--- src/rtl/adc_serial_ctrl.sv ---
// adc_serial_ctrl: LTC2308-style conversion controller for the DE0-Nano-SoC ADC.
// Each frame pulses CONVST and waits out the conversion. It then clocks the 6-bit
// config word out on adc_sdi and the 12-bit result in from adc_sdo, using a gated copy
// of the divided serial clock sck_in. The config word selects the channel for the
// following conversion, so each result is tagged with the channel sent one frame earlier.
// Build option: define ADC_SCAN_EN to make the block free-run, cycling channels 0..7.
`timescale 1ns/1ps
module adc_serial_ctrl #(
  parameter int CONV_HI_CYCLES   = 4,
  parameter int CONV_WAIT_CYCLES = 80,
  parameter int DATA_W           = 12,
  parameter bit CFG_UNI          = 1'b1
) (
  input  logic              clockin50mHz,
  input  logic              reset_n,
  input  logic              sck_in,
  input  logic              start,
  input  logic [2:0]        channel,
  output logic              adc_convst,
  output logic              adc_sck,
  output logic              adc_sdi,
  input  logic              adc_sdo,
  output logic              busy,
  output logic              data_valid,
  output logic [DATA_W-1:0] data,
  output logic [2:0]        data_ch
);

  localparam int CNT_MAX = (CONV_WAIT_CYCLES > CONV_HI_CYCLES) ? CONV_WAIT_CYCLES : CONV_HI_CYCLES;
  localparam int CNT_W   = $clog2(CNT_MAX + 1);
  localparam int BIT_W   = $clog2(DATA_W + 1);
  localparam logic [CNT_W-1:0] CONV_LAST = CNT_W'(CONV_HI_CYCLES - 1);
  localparam logic [CNT_W-1:0] WAIT_LAST = CNT_W'(CONV_WAIT_CYCLES - 1);
  localparam logic [BIT_W-1:0] BIT_LAST  = BIT_W'(DATA_W);

  typedef enum logic [2:0] {
    S_IDLE, S_CONV, S_WAIT, S_ALIGN, S_SHIFT, S_DONE
  } state_t;

  state_t            state;
  logic              sck_p1;
  logic              sck_rise;
  logic              sck_fall;
  logic [CNT_W-1:0]  cnt;
  logic [BIT_W-1:0]  bit_cnt;
  logic [5:0]        cfg_sh;
  logic [5:0]        cfg_cur;
  logic [DATA_W-1:0] data_sh;
  logic [2:0]        cur_ch;
  logic [2:0]        prev_ch;
  logic              go;
  logic [2:0]        next_ch;

  // Config word layout: S/D, O/S, S1, S0, UNI, SLP (single-ended, awake).
  function automatic logic [5:0] cfg_word(input logic [2:0] ch);
    return {1'b1, ch[0], ch[2], ch[1], CFG_UNI, 1'b0};
  endfunction

  assign cfg_cur  = cfg_word(cur_ch);
  assign sck_rise = sck_in & ~sck_p1;
  assign sck_fall = ~sck_in & sck_p1;

`ifdef ADC_SCAN_EN
  logic [2:0] scan_ch;
  logic       unused_inputs;
  assign unused_inputs = ^{start, channel};
  assign go      = 1'b1;
  assign next_ch = scan_ch;
`else
  assign go      = start;
  assign next_ch = channel;
`endif

  // Delayed copy of the divided clock for edge detection.
  always_ff @(posedge clockin50mHz or negedge reset_n) begin
    if (!reset_n) sck_p1 <= 1'b0;
    else          sck_p1 <= sck_in;
  end

  // Frame sequencer: convst pulse, conversion wait, clock alignment, serial shift, result.
  always_ff @(posedge clockin50mHz or negedge reset_n) begin
    if (!reset_n) begin
      state      <= S_IDLE;
      cnt        <= '0;
      bit_cnt    <= '0;
      cfg_sh     <= '0;
      data_sh    <= '0;
      cur_ch     <= '0;
      prev_ch    <= '0;
      adc_convst <= 1'b0;
      adc_sck    <= 1'b0;
      adc_sdi    <= 1'b0;
      busy       <= 1'b0;
      data_valid <= 1'b0;
      data       <= '0;
      data_ch    <= '0;
`ifdef ADC_SCAN_EN
      scan_ch    <= '0;
`endif
    end else begin
      case (state)
        S_IDLE: begin
          if (go) begin
            cur_ch     <= next_ch;
            busy       <= 1'b1;
            adc_convst <= 1'b1;
            cnt        <= '0;
            state      <= S_CONV;
`ifdef ADC_SCAN_EN
            scan_ch    <= scan_ch + 3'd1;
`endif
          end
        end
        S_CONV: begin
          if (cnt == CONV_LAST) begin
            adc_convst <= 1'b0;
            cnt        <= '0;
            state      <= S_WAIT;
          end else begin
            cnt <= cnt + CNT_W'(1);
          end
        end
        S_WAIT: begin
          if (cnt == WAIT_LAST) begin
            cnt     <= '0;
            cfg_sh  <= cfg_cur;
            adc_sdi <= cfg_cur[5];
            bit_cnt <= '0;
            data_sh <= '0;
            state   <= S_ALIGN;
          end else begin
            cnt <= cnt + CNT_W'(1);
          end
        end
        S_ALIGN: begin
          // Entering on a fall guarantees the first adc_sck high phase is full length.
          if (sck_fall) state <= S_SHIFT;
        end
        S_SHIFT: begin
          if (sck_rise && (bit_cnt != BIT_LAST)) begin
            adc_sck <= 1'b1;
            data_sh <= {data_sh[DATA_W-2:0], adc_sdo};
            bit_cnt <= bit_cnt + BIT_W'(1);
          end else if (sck_fall) begin
            adc_sck <= 1'b0;
            cfg_sh  <= {cfg_sh[4:0], 1'b0};
            adc_sdi <= cfg_sh[4];
            if (bit_cnt == BIT_LAST) begin
              data       <= data_sh;
              data_ch    <= prev_ch;
              prev_ch    <= cur_ch;
              data_valid <= 1'b1;
              state      <= S_DONE;
            end
          end
        end
        S_DONE: begin
          data_valid <= 1'b0;
          busy       <= 1'b0;
          bit_cnt    <= '0;
          state      <= S_IDLE;
        end
        default: state <= S_IDLE;
      endcase
    end
  end

endmodule

--- config.mk ---
export PLATFORM = sky130hd
export DESIGN_NAME = adc_serial_ctrl
export DESIGN_NICKNAME = d
export VERILOG_FILES = /design/src/rtl/adc_serial_ctrl.sv
export SDC_FILE = /design/constraint.sdc
export NUM_CORES = 1
export LEC_CHECK = 0
export CAP_MARGIN = 20
export CORE_AREA = 8 8 79 81
export CTS_CLUSTER_SIZE = 28
export DETAILED_ROUTE_END_ITERATION = 12
export DIE_AREA = 0 0 87 89
export DONT_BUFFER_PORTS = 1
export PLACE_DENSITY_LB_ADDON = 0.1
export SYNTH_ARGS = -nofsm -noshare
export SYNTH_HDL_FRONTEND = slang
export SYNTH_SLANG_ARGS = --single-unit
--- constraint.sdc ---
create_clock -name clockin50mHz -period 4.75 [get_ports clockin50mHz]
set_clock_uncertainty 0.05 [all_clocks]
set_input_delay 0.475 -clock clockin50mHz [delete_from_list [all_inputs] [get_ports clockin50mHz]]
set_output_delay 0.475 -clock clockin50mHz [all_outputs]
set_load 0.03 [all_outputs]
# After elaboration in Yosys (flattened, before gate mapping)
# Index checks and enable logic that the tools add are counted.
dict set report op_classes {
  n_addsub 2
  n_eq_ne 17
  muxes 36
  bitwise_logic 5
  reduce_logical 20
}
# op count
set ops {}
lappend ops {{$mux W12} 2}
lappend ops {{$pmux W12 S2} 1}
lappend ops {{$mux W3} 7}
lappend ops {{$mux W7} 3}
lappend ops {{$pmux W7 S3} 1}
lappend ops {{$ne A2 B2 Y1 const B} 8}
lappend ops {{$mux W5} 3}
lappend ops {{$pmux W3 S5} 1}
lappend ops {{$pmux W4 S3} 1}
lappend ops {{$reduce_and A4 Y1} 3}
lappend ops {{$mux W1} 10}
lappend ops {{$pmux W5 S2} 1}
lappend ops {{$reduce_bool A2 Y1} 5}
lappend ops {{$reduce_and A3 Y1} 3}
lappend ops {{$mux W4} 2}
lappend ops {{$pmux W1 S2} 4}
lappend ops {{$reduce_and A2 Y1} 4}
lappend ops {{$add A7 B1 Y7 const B} 1}
lappend ops {{$eq A7 B2 Y1 const B} 1}
lappend ops {{$eq A7 B7 Y1 const B} 1}
lappend ops {{$reduce_and A7 Y1} 1}
lappend ops {{$eq A3 B2 Y1 const B} 2}
lappend ops {{$eq A3 B3 Y1 const B} 2}
lappend ops {{$reduce_bool A3 Y1} 2}
lappend ops {{8 further kinds} 11}
dict set report totals {
  ff_bits 58
  in_bits 8
  out_inout_bits 20
  elab_cells 95
}

# Depth between registers and ports, before layout
# Gate-level depths: netlist of run 1.
dict set report depth {
  word_depth 5
  ltp_mapped 8
  ltp_nobuf 7
}

# Worst setup path before layout of run 1
# OpenSTA, ideal clock, no wires.
dict set report synth_timing {
  path_kind {reg-to-reg}
  start {register cnt[0]}
  end {register state[0]}
  setup_ps 125
  t_arrival_ps 1576
  required_time_ps 4575
  setup_slack_ps 2999
  stages_incl_launch_ff 7
  n_path_buf 0
  synth_period_minus_slack_ps 1751
  path_cell_list {dfrtp_1 -> ha_1 -> and3_1 -> and3_1 -> o32a_1 -> o211ai_1 -> mux2_2}
}
dict set report synth_via {
  elab_chain_cells 3
  elab_cells_between_ends 5
  classes_between {eq/ne (4); reduce/logical (1)}
}
# item line_no
set synth_rtl {}
lappend synth_rtl {{start: declaration} 44} ;# logic [CNT_W-1:0] cnt;
lappend synth_rtl {{start signal: assignment} 120} ;# cnt <= cnt + CNT_W'(1);
lappend synth_rtl {{start signal: assignment} 132} ;# cnt <= cnt + CNT_W'(1);
lappend synth_rtl {{$eq A7 B7 Y1 / $eq A7 B2 Y1 (equally long branches)} {124, 115}}
lappend synth_rtl {{$ne A2 B2 Y1 (no line)} -}
lappend synth_rtl {{$reduce_and A7 Y1 (no line) (*)} -}
lappend synth_rtl {{end signal: assignment} 118} ;# state <= S_WAIT;
lappend synth_rtl {{end signal: assignment} 130} ;# state <= S_ALIGN;
lappend synth_rtl {{end signal: assignment} 137} ;# if (sck_fall) state <= S_SHIFT;
lappend synth_rtl {{end: declaration} 40} ;# state_t state;
# Every way passes the cells marked *; elsewhere a longest branch is shown, timed or not.
# A chain may end at the register's enable or synchronous reset.

# Worst setup path after layout of run 1
# Same ends and word-level chain as after synthesis.

==> results of run 1 <==
[layer usage]
layer / GRT usage, % / up-vias / routed length [um]
met3: 5.70 / 8 / 287
met4: 8.61 / 0 / 114
met1: 16.2 / 830 / 2060
met2: 21.7 / 35 / 2350
li1: - / 775 / -
met5: 0 / - / 0
[cell usage in the layout, fill, tap and decap left out, drive strengths merged, types with 2 or more instances in the layout]
cell type	count
clkbuf	11
and2b	2
nor3	3
a21oi	7
a22o	13
nor3b	6
bufinv	4
a21o	7
mux2	25
ha	3
nor2b	3
o21ai	12
nor2	8
dfrtp	57
inv	7
and3	6
o211ai	2
nand2	28
mux2i	2
nand3	5
nand2b	3
[worst max-delay path: cells and delay by family (launching register included)]
family	cells	cell delay [ps]
compound gates	2	530
fa+ha+maj	1	250
mux	1	290
flops	1	390
simple gates	2	480
[power by group through the flow]
stage	registers, uW	clock network, uW	logic (uW)
2_1_floorplan	678	0	276
3_3_place_gp	723	0	285
3_5_place_dp	728	0	296
4_1_cts	719	599	312
5_1_grt	737	626	350
6_report	719	587	308
[worst paths after layout]
kind,from,endpoint,slack [ps]
worst max-delay path,cnt[0]$_DFFE_PN0P_,state[0]$_DFFE_PN0P_,2640
worst min-delay path,sck_in,sck_p1$_DFF_PN0_,120
worst max register to register,cnt[0]$_DFFE_PN0P_,state[0]$_DFFE_PN0P_,2640
worst min register to register,prev_ch[0]$_DFFE_PN0P_,prev_ch[0]$_DFFE_PN0P_,450
max in group asynchronous,reset_n,cfg_sh[2]$_DFFE_PN0P_,3790
min in group asynchronous,reset_n,cnt[5]$_DFFE_PN0P_,630
[stage by stage]
stage / setup slack, ps / util, % / hold slack, ps
floorplan: 3000 / - / 129
global placement: 2690 / 51.6 / 131
detailed placement: 2650 / 51.6 / 132
CTS: 2640 / 57.5 / 99.6
global route: 2540 / 57.5 / 93.7
finish: 2640 / 57.5 / 120
[cell type report]
cell class / count / area, um2
fillers: 431 / 2110
flip-flops and latches: 57 / 1430
multi-input cells: 143 / 1030
clock buffers: 11 / 131
clock inverters: 5 / 128
well taps: 70 / 87.6
repair buffers: 2 / 37.5
inverters: 7 / 26.3
[logic make-up after synthesis]
group / share of synthesized area, %
AND/OR/NAND/NOR: 14.2
multiplexers: 11.9
buffers and inverters: 3.16
flip-flops: 56.3
AO/OA/AOI/OAI: 13.0
adder cells (fa/ha/maj): 1.48
[sequential cells by signal, indices dropped and copies added (netlist names)]
signal      cells
adc_sck         1
state           3
data_valid      1
busy            1
prev_ch         3
data_sh        12
adc_convst      1
cnt             7
data_ch         3
cfg_sh          4
data           12
adc_sdi         1
bit_cnt         4
sck_p1          1
cur_ch          3
[repair_timing]
item	in CTS	in global routing
endpoints found under the hold margin	57	0
hold buffers	2	0
gates resized for setup	0	0
==> out/qor.yml, run 1 <==
status: "complete, no violations"
place_hpwl_mm: 3.28
syn_nets: 227
required_ps: 4920
netlist_instances: 216
placed_area_mm2: 0.00257
nets: 231
place.gp.congestion: 0.797
pwr-share-clk_pct: 36.4
ys.flop_type: "dfrtp_1"
power_frac_seq_pct: 44.5
rsz0062_at_grt: "no"
leakagePower_uw: 0.00142
cts.path.max_buffers: 2
timing.critical_path.cells: "ha_1 > and3_1 > and3_1 > o32a_1 > o211ai_1 > mux2_2"
vias: 1648
ios: 28
final_hold_viol_count: 0
wl_per_cell_um: 16.3
antenna_found_initial: 0
power.share.switching_pct: 29.9
setup_viol: 0
fp.dieW_um: 87
clkSinkCount: 57
grt_pass1_vias: 1669
dieArea_mm2: 0.00774
worstHoldPathType: "input port to register"
synth_warnings: 0
ys_seq_area_share_pct: 56.3
critPathMaxFanout: 11
p_int_uw: 1130
cts_htree_levels: 3
die_y_um: 89
yosysUniqueCellTypes: 35
port_buffers: 0
combPwrFrac_pct: 19.1
vias_per_cell: 5.59
slew_violations: 0
synth_common_cells: "dfrtp_1, nand2_1, mux2_2"
r2r_cells: 6
tns_ps: 0
worst_pin_slew_ps: 567
fin_crit_sh_pct: 44.3
clock_latency_ps: 330
power_density_mw_per_mm2: 564
gr-total-overflow: 0
path_clk_slew_ps: 60
syn_to_final_growth_pct: 13.0
first_iter_violations: 80
synth.area.top_cells: "dfrtp_1, mux2_2, a22o_1, nand2_1, o21ai_0"
final_area_mm2: 0.00286
drv_cap: 0
drt_pass1_iterations: 4
grt_max_degree: 58
peakVddDrop_mv: 0.227
critical_path_class: "register to register"
layout.cells.non_filler: 295
cts_buffers: 9
diodes: 0
synth_edf_count: 0
grt_pass1_wl_mm: 8.19
async_flop_share_pct: 100
cp.arrival_ps: 2270
ys_ff_latch: 57
yosysTopAreaCell: "dfrtp_1"
wl_mm: 4.81
crit_path_max_incr_delay_ps: 390
antenna_left: 0
synth_most_common_cell: "dfrtp_1"
drive_gt1_share_pct: 19.1
row_count: 26
cts_root_buf: "clkbuf_8"
critPathMostFrequentCell: "and3_1"
slew_headroom_pct: 62.1
hold_depth: 0
net-switching-power_uw: 483
core-area_mm2: 0.00498
synth_top_cell_area_share_pct: 56.3
syn_area_per_cell_um2: 11.7
finalCriticalPeriod_ps: 2110
crit_path_end_kind: "register"
max_freq_ghz: 0.475
crit_path_start_kind: "register"
finalPower_uw: 1610
start_util_pct: 50.9
postCtsSetupRepairBufs: 0
grtUsageTotal_pct: 14.1
remaining_drc_errors: 0
placed_cells: 277
syn_area_mm2: 0.00253
slowest_stage: "dfrtp_1"
cts_tree: "done"
No activity file was read; power rests on OpenSTA's default activity.
==> inputs of run 2 (changes only) <==
==> constraint.sdc (replaced) <==
create_clock -name clockin50mHz -period 1.7 [get_ports clockin50mHz]
set_clock_uncertainty 0.05 [all_clocks]
set_input_delay 0.17 -clock clockin50mHz [delete_from_list [all_inputs] [get_ports clockin50mHz]]
set_output_delay 0.17 -clock clockin50mHz [all_outputs]
set_load 0.03 [all_outputs]
==> out/qor.yml, run 2 (synthesized netlist as in run 1, its figures left out) <==
status: "finished, violations left"
violations: "setup timing"
finalCriticalPeriod_ps: 1740  # -365 ps
min_from: "start"
remaining_drc_errors: 0  # unchanged
die_y_um: 89  # unchanged
cts_buffers: 9  # unchanged
setup_viol: 18  # +18
hold_depth: 4  # +4
clkSinkCount: 57  # unchanged
grt_pass1_wl_mm: 8.51  # +3.9%
leakagePower_uw: 0.00163  # +14%
reg2reg_from: "state[1]$_DFFE_PN0P_"
placed_area_mm2: 0.00281  # +9.6%
drt_pass1_iterations: 4  # unchanged
place.gp.congestion: 0.834  # +4.6%
hold_end: "busy$_DFFE_PN0P_"
cts_root_buf: "clkbuf_8"
setup_ws_ps: -40.5  # -2680 ps
final_hold_viol_count: 0  # unchanged
vias_per_cell: 5.25  # -6.1%
antenna_left: 0  # unchanged
fp.dieW_um: 87  # unchanged
combPwrFrac_pct: 29.0  # +9.9 points
holdWs_ps: 107  # -13.5 ps
critPathMaxFanout: 6  # -5
r2r-end: "data[8]$_DFFE_PN0P_"
grt_max_degree: 58  # unchanged
cts_tree: "done"
net-switching-power_uw: 1480  # +210%
cp.arrival_ps: 1900  # -370 ps
multi_input_area_mm2: 0.00115  # +12%
drive_gt1_share_pct: 34.6  # +15 points
p_int_uw: 3210  # +180%
cts.path.max_buffers: 2  # unchanged
drv_cap: 0  # unchanged
dieArea_mm2: 0.00774  # unchanged
critical_path_class: "register to register"
power_frac_seq_pct: 42.1  # -2.4 points
crit_path_end_kind: "register"
required_ps: 1860  # -3060 ps
port_buffers: 0  # unchanged
pre_cts_ws_ps: -72.4  # -2730 ps
antenna_found_initial: 0  # unchanged
power_density_mw_per_mm2: 1430  # +150%
final_common_cell: "dfrtp_1"
diodes: 0  # unchanged
slew_headroom_pct: 77.3  # +15 points
fin_crit_sh_pct: 102  # +58 points
place_hpwl_mm: 3.50  # +6.7%
cts_htree_levels: 3  # unchanged
slew_violations: 0  # unchanged
core-area_mm2: 0.00498  # unchanged
wl_per_cell_um: 15.7  # -3.8%
crit_path_start_kind: "register"
row_count: 26  # unchanged
max_freq_ghz: 0.575  # +21%
ios: 28  # unchanged
reg_top3: "data (12), data_sh (12), cnt (7)"
syn_to_final_growth_pct: 29.3
reg2reg_slack_ps: -40  # -2680 ps
grt_pass1_vias: 1782  # +6.8%
n_fill_cell: 380  # -12%
first_iter_violations: 112  # +40%
power.share.switching_pct: 31.6  # +1.7 points
nets: 269  # +16%
worstHoldPathType: "input port to register"
wl_mm: 5.23  # +8.6%
final_cell_mix: "dfrtp_1, buf_4, nand2_1"
peakVddDrop_mv: 0.920  # +310%
final_area_mm2: 0.00328  # +14%
pwr-share-clk_pct: 28.9  # -7.5 points
start_util_pct: 50.9  # unchanged
path_clk_slew_ps: 70  # about the same
r2r_cells: 6  # unchanged
worst_pin_slew_ps: 341  # -226 ps
vias: 1747  # +6.0%
rsz0062_at_grt: "yes"
gr-total-overflow: 0  # unchanged
seq_area_mm2: 0.00143  # about the same
clock_latency_ps: 330  # about the same
grtUsageTotal_pct: 14.4  # +0.29 points
-- run 2: changes by cell type in the layout (fill, tap and decap cells not counted), moves of 5 or more --
cell | before | now
o21ai_1 | 0 | 5
mux2_4 | 0 | 16
mux2_2 | 22 | 8
buf_4 | 0 | 28
o21ai_0 | 12 | 7
dlygate4sd3_1 | 1 | 7
-- run 2: stage by stage --
stage / utilization, % / TNS, ps / instances / power, uW
6_report: 65.8 / -291 / 333 / 4690
5_1_grt: 65.8 / -1590 / 333 / 4990
4_1_cts: 63.3 / -67.3 / 329 / 4620
3_5_place_dp: 56.5 / -808 / 303 / 3190
3_3_place_gp: 56.5 / -130 / 303 / 3130
2_1_floorplan: - / 0 / 216 / 2710
-- run 2: power by group through the flow --
| stage | clock network (uW) | logic, uW | registers, uW |
|---|---|---|---|
| finish | 1350 | 1360 | 1980 |
| global placement | 0 | 1160 | 1980 |
| floorplan | 0 | 807 | 1900 |
| CTS | 1380 | 1270 | 1970 |
| global route | 1440 | 1540 | 2010 |
| detailed placement | 0 | 1200 | 1990 |
-- run 2: final cells by class --
class                           instances  area share [%]
Clock inverter                          5            2.44
Inverter                                7           0.802
Clock buffer                           11            4.01
Tap cell                               70            2.67
Sequential cell                        57            43.6
Multi-Input combinational cell        143            35.0
Timing Repair Buffer                   40            11.5
-- run 2: layer usage --
layer	GRT usage, %	part of all wire (%)
met5	0	0
met1	17.9	46
met4	7.67	1.6
met3	4.78	5.2
met2	21.7	47
-- run 2: worst max-delay path, stage by stage, from the launching register on --
cell	delay, ps
dfrtp_1	430
and2b_4	270
and2b_4	180
nand2_4	70
nor2_8	150
clkbuf_16	170
mux2_2	320
-- run 2: how the worst max path moves through the flow --
| stage | startpoint | to | slack, ps | depth (start not counted) |
|---|---|---|---|---|
| finish | state[1]$_DFFE_PN0P_ | data[8]$_DFFE_PN0P_ | -40 | 6 |
| global route | state[1]$_DFFE_PN0P_ | data[5]$_DFFE_PN0P_ | -80 | 6 |
| CTS | cnt[0]$_DFFE_PN0P_ | cfg_sh[3]$_DFFE_PN0P_ | -20 | 6 |
| detailed placement | cnt[0]$_DFFE_PN0P_ | cfg_sh[4]$_DFFE_PN0P_ | -70 | 6 |
| global placement | cnt[1]$_DFFE_PN0P_ | cfg_sh[4]$_DFFE_PN0P_ | -40 | 6 |
| floorplan | cnt[0]$_DFFE_PN0P_ | cfg_sh[2]$_DFFE_PN0P_ | 5 | 6 |
-- run 2: what timing repair did --
action	CTS	global route
gates resized for setup	5	26
buffers inserted	2	3
gates cloned	0	1
hold endpoints to repair	63	0
setup endpoints to repair	28	46
hold buffers	8	0
pin swaps	5	5
